[config.mk]
export PLATFORM = sky130hd
export DESIGN_NAME = note_scheduler
export DESIGN_NICKNAME = d
export VERILOG_FILES = /design/src/rtl/synth_bus_pkg.sv /design/src/rtl/note_lru.sv /design/src/rtl/note_scheduler.sv
export SDC_FILE = /design/constraint.sdc
export NUM_CORES = 1
export LEC_CHECK = 0
export ABC_AREA = 0
export BUFFER_PORTS_ARGS = -buffer_cell sky130_fd_sc_hd__buf_2
export CORE_MARGIN = 3
export CORE_UTILIZATION = 60
export CTS_CLUSTER_SIZE = 30
export DETAILED_ROUTE_END_ITERATION = 10
export GPL_ROUTABILITY_DRIVEN = 1
export PLACE_DENSITY_LB_ADDON = 0.12
export SLEW_MARGIN = 10
export SYNTH_ARGS = -nofsm -noshare
export SYNTH_HDL_FRONTEND = slang
export SYNTH_SLANG_ARGS = --single-unit
export TNS_END_PERCENT = 30
[constraint.sdc]
create_clock -name Clock -period 5.99 [get_ports Clock]
set_input_delay 0.599 -clock Clock [delete_from_list [all_inputs] [get_ports Clock]]
set_output_delay 0.599 -clock Clock [all_outputs]
set_load 0.1 [all_outputs]
[src/rtl/synth_bus_pkg.sv]
// Shared bus constants, scheduler state and write-list helpers
// for the synth voice register bus.
package synth_bus_pkg;

  localparam int BUS_AW = 16;

  localparam logic [1:0] REG_GATE = 2'd0;
  localparam logic [1:0] REG_INCR = 2'd1;

  localparam logic [7:0] GATE_ON  = 8'h01;
  localparam logic [7:0] GATE_OFF = 8'h00;

  typedef enum logic [1:0] {
    ST_IDLE,
    ST_ALLOC,
    ST_WRITE
  } state_e;

  typedef enum logic [1:0] {
    WM_ON,
    WM_STEAL,
    WM_OFF
  } wmode_e;

  typedef struct packed {
    logic [1:0] off;
    logic [7:0] dat;
  } wl_ent_t;

  function automatic logic [2:0] wl_len(
    input wmode_e m
  );
    logic [2:0] n;
    case (m)
      WM_STEAL: n = 3'd5;
      WM_OFF:   n = 3'd1;
      default:  n = 3'd4;
    endcase
    return n;
  endfunction

  // A steal is the note-on list with a gate-off byte in front.
  function automatic wl_ent_t wl_entry(
    input wmode_e      m,
    input logic [23:0] incr,
    input logic [2:0]  idx
  );
    wl_ent_t    e;
    logic [2:0] j;
    e.off = REG_GATE;
    e.dat = GATE_OFF;
    j     = idx;
    if (m == WM_STEAL) j = idx - 3'd1;
    if (m == WM_OFF) return e;
    if (m == WM_STEAL && idx == 3'd0) return e;
    case (j)
      3'd0: begin
        e.off = REG_INCR;
        e.dat = incr[7:0];
      end
      3'd1: begin
        e.off = REG_INCR + 2'd1;
        e.dat = incr[15:8];
      end
      3'd2: begin
        e.off = REG_INCR + 2'd2;
        e.dat = incr[23:16];
      end
      default: begin
        e.off = REG_GATE;
        e.dat = GATE_ON;
      end
    endcase
    return e;
  endfunction

endpackage

[src/rtl/note_lru.sv]
// Least-recently-allocated tracker: one rank per voice,
// rank 0 is the oldest, NUM_VOICES-1 the newest.
module note_lru #(
  parameter int NUM_VOICES = 4,
  parameter int VW         = 2
) (
  input  logic          clk,
  input  logic          rst_n,
  input  logic          touch_i,
  input  logic [VW-1:0] touch_idx_i,
  output logic [VW-1:0] oldest_o
);

  logic [VW-1:0] rank_q [NUM_VOICES];

  always_ff @(posedge clk or negedge rst_n) begin
    if (!rst_n) begin
      for (int v = 0; v < NUM_VOICES; v++) begin
        rank_q[v] <= VW'(v);
      end
    end else if (touch_i) begin
      for (int v = 0; v < NUM_VOICES; v++) begin
        if (VW'(v) == touch_idx_i) begin
          rank_q[v] <= VW'(NUM_VOICES - 1);
        end else if (rank_q[v] > rank_q[touch_idx_i]) begin
          rank_q[v] <= rank_q[v] - 1'b1;
        end
      end
    end
  end

  always_comb begin
    oldest_o = '0;
    for (int v = 0; v < NUM_VOICES; v++) begin
      if (rank_q[v] == '0) oldest_o = VW'(v);
    end
  end

endmodule

[src/rtl/note_scheduler.sv]
// Note event scheduler: allocates synth voices and streams the
// per-event register write list onto a two-cycle strobed byte bus.
module note_scheduler
  import synth_bus_pkg::*;
#(
  parameter int          NUM_VOICES   = 4,
  parameter logic [15:0] BASE_ADDR    = 16'h0010,
  parameter logic [15:0] VOICE_STRIDE = 16'h0020
) (
  input  logic                  Clock,
  input  logic                  Reset,
  input  logic                  NoteValid,
  output logic                  NoteReady,
  input  logic                  NoteOn,
  input  logic [6:0]            NoteKey,
  input  logic [23:0]           NoteIncr,
  output logic [BUS_AW-1:0]     BusAddress,
  output logic [7:0]            BusWriteData,
  output logic                  BusReadWrite,
  output logic                  BusClock,
  output logic [NUM_VOICES-1:0] VoiceActive
);

  localparam int VW = (NUM_VOICES > 1) ? $clog2(NUM_VOICES) : 1;

  state_e              state_q;
  logic                on_q;
  logic [6:0]          key_q;
  logic [23:0]         incr_q;
  wmode_e              mode_q;
  logic [VW-1:0]       voice_q;
  logic [2:0]          idx_q;
  logic                phb_q;
  logic [BUS_AW-1:0]   addr_q;
  logic [7:0]          data_q;
  logic                rw_q;
  logic                bclk_q;
  logic [NUM_VOICES-1:0] active_q;
  logic [6:0]          keys_q [NUM_VOICES];

  logic          hit, fre, go_d, last, touch;
  logic [VW-1:0] hit_v, fre_v, oldest, voice_d;
  wmode_e        mode_d;
  wl_ent_t       ent_a, ent_n;

  function automatic logic [BUS_AW-1:0] bus_addr(
    input logic [VW-1:0] v,
    input logic [1:0]    off
  );
    return BASE_ADDR + BUS_AW'(v) * VOICE_STRIDE + BUS_AW'(off);
  endfunction

  note_lru #(
    .NUM_VOICES(NUM_VOICES),
    .VW        (VW)
  ) u_lru (
    .clk        (Clock),
    .rst_n      (Reset),
    .touch_i    (touch),
    .touch_idx_i(voice_q),
    .oldest_o   (oldest)
  );

  // Downward scans leave the lowest matching index.
  always_comb begin
    hit   = 1'b0;
    hit_v = '0;
    fre   = 1'b0;
    fre_v = '0;
    for (int v = NUM_VOICES - 1; v >= 0; v--) begin
      if (active_q[v] && keys_q[v] == key_q) begin
        hit   = 1'b1;
        hit_v = VW'(v);
      end
      if (!active_q[v]) begin
        fre   = 1'b1;
        fre_v = VW'(v);
      end
    end
  end

  always_comb begin
    go_d    = 1'b1;
    mode_d  = WM_ON;
    voice_d = hit_v;
    unique case (1'b1)
      (on_q && hit): begin
        mode_d  = WM_ON;
        voice_d = hit_v;
      end
      (on_q && !hit && fre): begin
        mode_d  = WM_ON;
        voice_d = fre_v;
      end
      (on_q && !hit && !fre): begin
        mode_d  = WM_STEAL;
        voice_d = oldest;
      end
      (!on_q && hit): begin
        mode_d  = WM_OFF;
        voice_d = hit_v;
      end
      default: go_d = 1'b0;
    endcase
  end

  always_comb begin
    ent_a = wl_entry(mode_d, incr_q, 3'd0);
    ent_n = wl_entry(mode_q, incr_q, idx_q + 3'd1);
    last  = (idx_q == wl_len(mode_q) - 3'd1);
    touch = (state_q == ST_WRITE) && phb_q && last
            && (mode_q != WM_OFF);
  end

  always_ff @(posedge Clock or negedge Reset) begin
    if (!Reset) begin
      state_q  <= ST_IDLE;
      on_q     <= 1'b0;
      key_q    <= '0;
      incr_q   <= '0;
      mode_q   <= WM_ON;
      voice_q  <= '0;
      idx_q    <= '0;
      phb_q    <= 1'b0;
      addr_q   <= '0;
      data_q   <= '0;
      rw_q     <= 1'b0;
      bclk_q   <= 1'b0;
      active_q <= '0;
      for (int v = 0; v < NUM_VOICES; v++) keys_q[v] <= '0;
    end else begin
      unique case (state_q)
        ST_IDLE: begin
          if (NoteValid) begin
            on_q    <= NoteOn;
            key_q   <= NoteKey;
            incr_q  <= NoteIncr;
            state_q <= ST_ALLOC;
          end
        end
        ST_ALLOC: begin
          if (go_d) begin
            mode_q  <= mode_d;
            voice_q <= voice_d;
            idx_q   <= '0;
            phb_q   <= 1'b0;
            addr_q  <= bus_addr(voice_d, ent_a.off);
            data_q  <= ent_a.dat;
            rw_q    <= 1'b1;
            bclk_q  <= 1'b1;
            state_q <= ST_WRITE;
          end else begin
            state_q <= ST_IDLE;
          end
        end
        ST_WRITE: begin
          if (!phb_q) begin
            bclk_q <= 1'b0;
            phb_q  <= 1'b1;
          end else if (last) begin
            if (mode_q == WM_OFF) begin
              active_q[voice_q] <= 1'b0;
            end else begin
              active_q[voice_q] <= 1'b1;
              keys_q[voice_q]   <= key_q;
            end
            addr_q  <= '0;
            data_q  <= '0;
            rw_q    <= 1'b0;
            phb_q   <= 1'b0;
            state_q <= ST_IDLE;
          end else begin
            idx_q  <= idx_q + 3'd1;
            phb_q  <= 1'b0;
            addr_q <= bus_addr(voice_q, ent_n.off);
            data_q <= ent_n.dat;
            bclk_q <= 1'b1;
          end
        end
        default: state_q <= ST_IDLE;
      endcase
    end
  end

  assign NoteReady    = Reset && (state_q == ST_IDLE);
  assign BusAddress   = addr_q;
  assign BusWriteData = data_q;
  assign BusReadWrite = rw_q;
  assign BusClock     = bclk_q;
  assign VoiceActive  = active_q;

endmodule

# Word-level counts from Yosys, hierarchy flattened
# Cells that the tools add are included.
# word_totals
ram_bits	0
latch_bits	0
in_bits	35
output_inout_bits	31
mem_bits_ro	0
regBits	108
memories	0
elab_cells	202
# classes
eq_ne	25
mux	85
div_mod_pow	0
magnitude_cmp	8
reduce_logical	47
n_bitwise	5
mul	0
shifts	0
addsub	11
# op_table
cell	n
$mux W10	8
$pmux W10 S3	2
$mux W2	24
$mux W16	2
$pmux W16 S2	1
$bwmux W28	1
$eq A7 B7 Y1	4
$mux W1	24
$mux W8	3
$add A8 B2 Y9	2
$add A5 B7 Y8 const A	2
$logic_and A1 B1 Y1	16
$pmux W8 S2	1
$mux W3	5
$demux W7 S2	1
$reduce_and A2 Y1	7
$ne A2 B2 Y1 const B	6
$pmux W3 S2	2
$reduce_and A3 Y1	4
$reduce_and A4 Y1	3
$logic_not A2 Y1	5
$reduce_bool A2 Y1	5
$logic_not A3 Y1	3
$mux W9	1
30 further kinds	49

# Logic depth before layout (Yosys ltp)
# depth
ltp_word	19
depth_mapped	11
ltp_nobuf	9

# Modules after synthesis
# A second synthesis with hierarchy kept.
# hier_totals
cells_unflattened	465
hier_area_um2	5201.2
# by_module_without_submodules
mod	instances	seq_area_each_um2	cells_per_inst	area_each_um2
note_scheduler	1	2227.1	373	4334.2
note_lru	1	205.2	92	867.1

# Worst setup path before layout
# OpenSTA, ideal clock, no wires.
# synth_timing
kind	input port to output port
startpoint	in Reset
endpoint	out NoteReady
path_buffers	0
required_time_ns	5.391
setup_slack_ns	2.610
t_arrival_ns	2.781
path_stages	1
cell_sequence	nor3b_1
# synth_via
elab_chain_cells	1
# synth_rtl
element	line_no	rtl
start, declared	note_scheduler.sv:11	input logic Reset,
$logic_and A1 B1 Y1	note_scheduler.sv:185	assign NoteReady = Reset && (state_q == ST_IDLE);
end, declared	note_scheduler.sv:13	output logic NoteReady,
# Every way passes these cells.

# Final worst setup path
# layout_timing
startpoint	reg mode_q[0]
endpoint	reg keys_q[8] in the netlist's numbering
# layout_via
elab_chain_cells	5
word_cells_on_any_way	7
cone_classes	add/sub: 1; eq/ne: 3; mux: 1; bitwise: 1; reduce/logical: 1
# layout_rtl
element	line_no	rtl
start, declared	note_scheduler.sv:30	wmode_e mode_q;
start signal, assigned	note_scheduler.sv:143	mode_q <= mode_d;
$eq A2 B2 Y1 or $eq A2 B1 Y1 (tied branches)	synth_bus_pkg.sv:34, note_scheduler.sv:161	
$pmux W3 S2	synth_bus_pkg.sv:34	case (m)
$sub A3 B1 Y3	note_scheduler.sv:110	last = (idx_q == wl_len(mode_q) - 3'd1);
$eq A3 B3 Y1	note_scheduler.sv:110	
$reduce_and A4 Y1 (no source line) (*)	n/a	
end signal, assigned by index	note_scheduler.sv:165	keys_q[voice_q] <= key_q;
end, declared	note_scheduler.sv:39	logic [6:0] keys_q [NUM_VOICES];
# Mark *: on every way between the ends. The rest lies on a longest branch, timed or not.
# A chain may end at the register's enable or synchronous reset.

==> flow_summary.yaml <==
setup_path:
  cp.required_ns: 6.25
  worstSetupEndpointType: "register"
  arrival_ns: 3.35
  cp_max_fo: 14
  regToRegSetupSlack_ns: 2.90
  path_class: "reg -> reg"
  timing.critical_path.from_type: "register"
clock_network:
  clock-sinks: 97
  clk_pin_slew_worst_paths_ns: 0.10
  clkLatencyLatePin_ns: 0.37
  holdBufCountCts: 0
  clock_root_buffer: "sky130_fd_sc_hd__clkbuf_8"
  postCtsResizedCells: 0
  post_cts.repair.setup_buffers: 0
  tritoncts: "done"
  number_of_buffers_created_by_cts: 9
  clockBufferDepth: 2
  ctsHtreeMaxLevel: 3
yosys:
  synth_edf_count: 0
  synthTopCellsByArea: "sky130_fd_sc_hd__dfrtp_1 47%, sky130_fd_sc_hd__mux2_2 14%, sky130_fd_sc_hd__xnor2_1 4.6%"
  avgSynthCellArea_um2: 11.3
  post_synthesis_sequential_element_count: 97
  post_synth_num_cell_types: 45
  yosys_warnings: 0
  syn_inst: 441
  asyncSetResetFlopFracSynth_pct: 100
  synthDominantAreaCellType: "sky130_fd_sc_hd__dfrtp_1"
  mappedNetlistArea_mm2: 0.00498
  synth_top_area_share_pct: 46.7
  synth-seq-area-share_pct: 48.8
  postSynth.topFlopCell: "sky130_fd_sc_hd__dfrtp_1"
grt:
  grt.met3_usage_pct: 3.52
  grt_pass1_vias: 3353
  grt_util_all_layers_pct: 21.2
  globalRoute.totalOverflow: 0
  grt_use_met2_pct: 34.0
  gr-max-usage-layer: "met2"
  global_route.usage.met1_pct: 29.2
  grt_first_pass_wirelength_um: 16100
  largest_net_degree_at_the_start_of_global_routing: 67
  initial_antenna_violation_count: 0
die:
  dieHeight_um: 97.1
  floorplan.initialDensity_pct: 63.1
  placementRows: 32
  floorplan.die_area_mm2: 0.00943
  fp.coreArea_mm2: 0.00789
  io_pins: 66
  chipWidth_um: 97.1
timing:
  slew-limit-headroom_pct: 43.3
  rsz_0062_raised_after_global_routing: "no"
  report.final.hold_viol_count: 0
  finClkSkew_ns: 0.0136
  period_share_pct: 51.7
  post-route-worst-setup-slack_ns: 2.90
  timing.final.setup_violations: 0
  whs_ns: 0.160
  worstMarginPinSlew_ns: 0.847
  finalMaxSlewViolations: 0
  finalWorstPathRequiredPeriod_ns: 3.09
  maxClockFrequency_mhz: 323
  setup-tns-final_ns: 0
detailed_routing:
  dr.pass1.iters: 4
  routed_wirelength_um: 9550
  detail_route.wl_per_cell_um: 16.1
  dr_total_vias: 3392
  number_of_design_rule_violations_left_after_detail_routing: 0
  dr.first_iter.drc_count: 151
  vias_per_cell: 5.72
  antenna_violating_nets_post_route: 0
power_and_ir_drop:
  p_seq_share_pct: 40.2
  peakVddDrop_mv: 0.273
  p_int_mw: 1.45
  post-layout-total-power_mw: 2.62
  p_leak_nw: 2.47
  power_frac_comb_pct: 42.3
  power_per_cell_area_mw_per_mm2: 481
  clock_power_share_pct: 17.5
  power_switching_mw: 1.17
  switching_share_pct: 44.7
final_layout:
  layoutNonFillerInstCount: 593
  multi_input_comb_area_mm2: 0.00231
  diodes: 0
  layout-area-overhead-vs-synth_pct: 9.52
  finish.utilization_pct: 69.1
  design.final.nets: 537
  final.fill_count: 594
  final-seq-area_mm2: 0.00243
  fraction_of_layout_instances_using_a_drive_strength_above_1_pct: 30.1
  finish.instance_area_mm2: 0.00545
outcome:
  result_of_the_run: "complete, no violations"
placement:
  hpwl_um: 6890
  place_area_mm2: 0.00524
  place.gp.congestion: 0.850
  dpl.cell_count: 577
  placement.setup.worst_slack_ns: 2.92
  port_buffers: 54
job:
  maxCapViolCount: 0
min_path:
  worst_hold_check_path_type: "in -> async"
power groups by stage:
stage          Combinational (mW)  Sequential, mW  Clock, mW
2_1_floorplan               0.733            1.25          0
5_1_grt                      1.20            1.09      0.501
4_1_cts                      1.11            1.06      0.471
3_3_place_gp                 1.08            1.06          0
3_5_place_dp                 1.11            1.07          0
6_report                     1.11            1.05      0.459
registers in the layout, indices dropped and copies added, names as in the netlist, named ones only:
signal	count
keys_q	28
BusAddress	5
mode_q	2
BusClock	1
on_q	1
BusWriteData	8
state_q	2
phb_q	1
u_lru.rank_q	8
incr_q	24
BusReadWrite	1
voice_q	2
key_q	7
idx_q	3
critical path, stage by stage (launching register included):
cell and delay (ns):
sky130_fd_sc_hd__dfrtp_1 0.41, sky130_fd_sc_hd__inv_1 0.06, sky130_fd_sc_hd__ha_1 0.30, sky130_fd_sc_hd__nor3_1 0.17, sky130_fd_sc_hd__o21ai_1 0.19, sky130_fd_sc_hd__or2_2 0.42, sky130_fd_sc_hd__nor2_1 0.67, sky130_fd_sc_hd__nand2_1 0.40
sky130_fd_sc_hd__mux2_2 0.38
layer usage:
metal  wire length, µm  part of all wire [%]  vias to the layer above
met5                 0                     0                        -
met4               152                   1.6                        0
met3               346                   3.6                       16
met2              4650                    49                       73
met1              4400                    46                     1672
li1                  -                     -                     1631
logic make-up after synthesis:
logic type,after synthesis,share of synthesized area [%]
flip-flops,97,48.8
AND/OR/NAND/NOR,92,9.45
AO/OA/AOI/OAI,86,11.3
multiplexers,64,14.9
buffers and inverters,52,5.58
XOR/XNOR,33,5.80
adder cells (fa/ha/maj),16,4.02
other,1,0.0753
synth_stat cells (all sizes together), types with 8 or more instances:
| cell type | count |
|---|---|
| nand2 | 25 |
| xnor2 | 26 |
| o21ai | 26 |
| dfrtp | 93 |
| inv | 20 |
| buf | 22 |
| a221o | 8 |
| a22oi | 8 |
| nor3 | 13 |
| a21oi | 23 |
| mux2 | 62 |
| nor2 | 14 |
| clkbuf | 10 |
| ha | 16 |
area by class of cell:
| cell class | instances | area share, % |
|---|---|---|
| inverters | 20 | 1.38 |
| clock inverters | 7 | 1.74 |
| clock buffers | 9 | 2.27 |
| repair buffers | 56 | 5.28 |
| well taps | 102 | 2.34 |
| flip-flops and latches | 97 | 44.6 |
| multi-input cells | 302 | 42.4 |
placed cells by master, fill, tap and decap left out, types with 14 or more instances in the layout:
| master | Yosys | final |
|---|---|---|
| sky130_fd_sc_hd__a21oi_1 | 22 | 22 |
| sky130_fd_sc_hd__buf_2 | 3 | 53 |
| sky130_fd_sc_hd__dfrtp_1 | 93 | 93 |
| sky130_fd_sc_hd__ha_1 | 16 | 16 |
| sky130_fd_sc_hd__inv_1 | 20 | 20 |
| sky130_fd_sc_hd__mux2_2 | 62 | 62 |
| sky130_fd_sc_hd__nand2_1 | 25 | 25 |
| sky130_fd_sc_hd__nor2_1 | 14 | 14 |
| sky130_fd_sc_hd__o21ai_0 | 22 | 22 |
| sky130_fd_sc_hd__xnor2_1 | 26 | 26 |
path summary, 6_finish.rpt:
check,from,to,cells past startpoint
max reg2reg,mode_q[0]$_DFFE_PN0P_,keys_q[8]$_DFFE_PN0P_,8
min in group Clock,NoteIncr[8],incr_q[8]$_DFFE_PN0P_,3
max,mode_q[0]$_DFFE_PN0P_,keys_q[8]$_DFFE_PN0P_,8
min,Reset,u_lru.rank_q[7]$_DFFE_PN0P_,1
min reg2reg,BusAddress[6]$_DFFE_PN0P_,BusAddress[6]$_DFFE_PN0P_,2
max in group asynchronous,Reset,keys_q[19]$_DFFE_PN0P_,2
No activity file was read; power rests on OpenSTA's default activity.
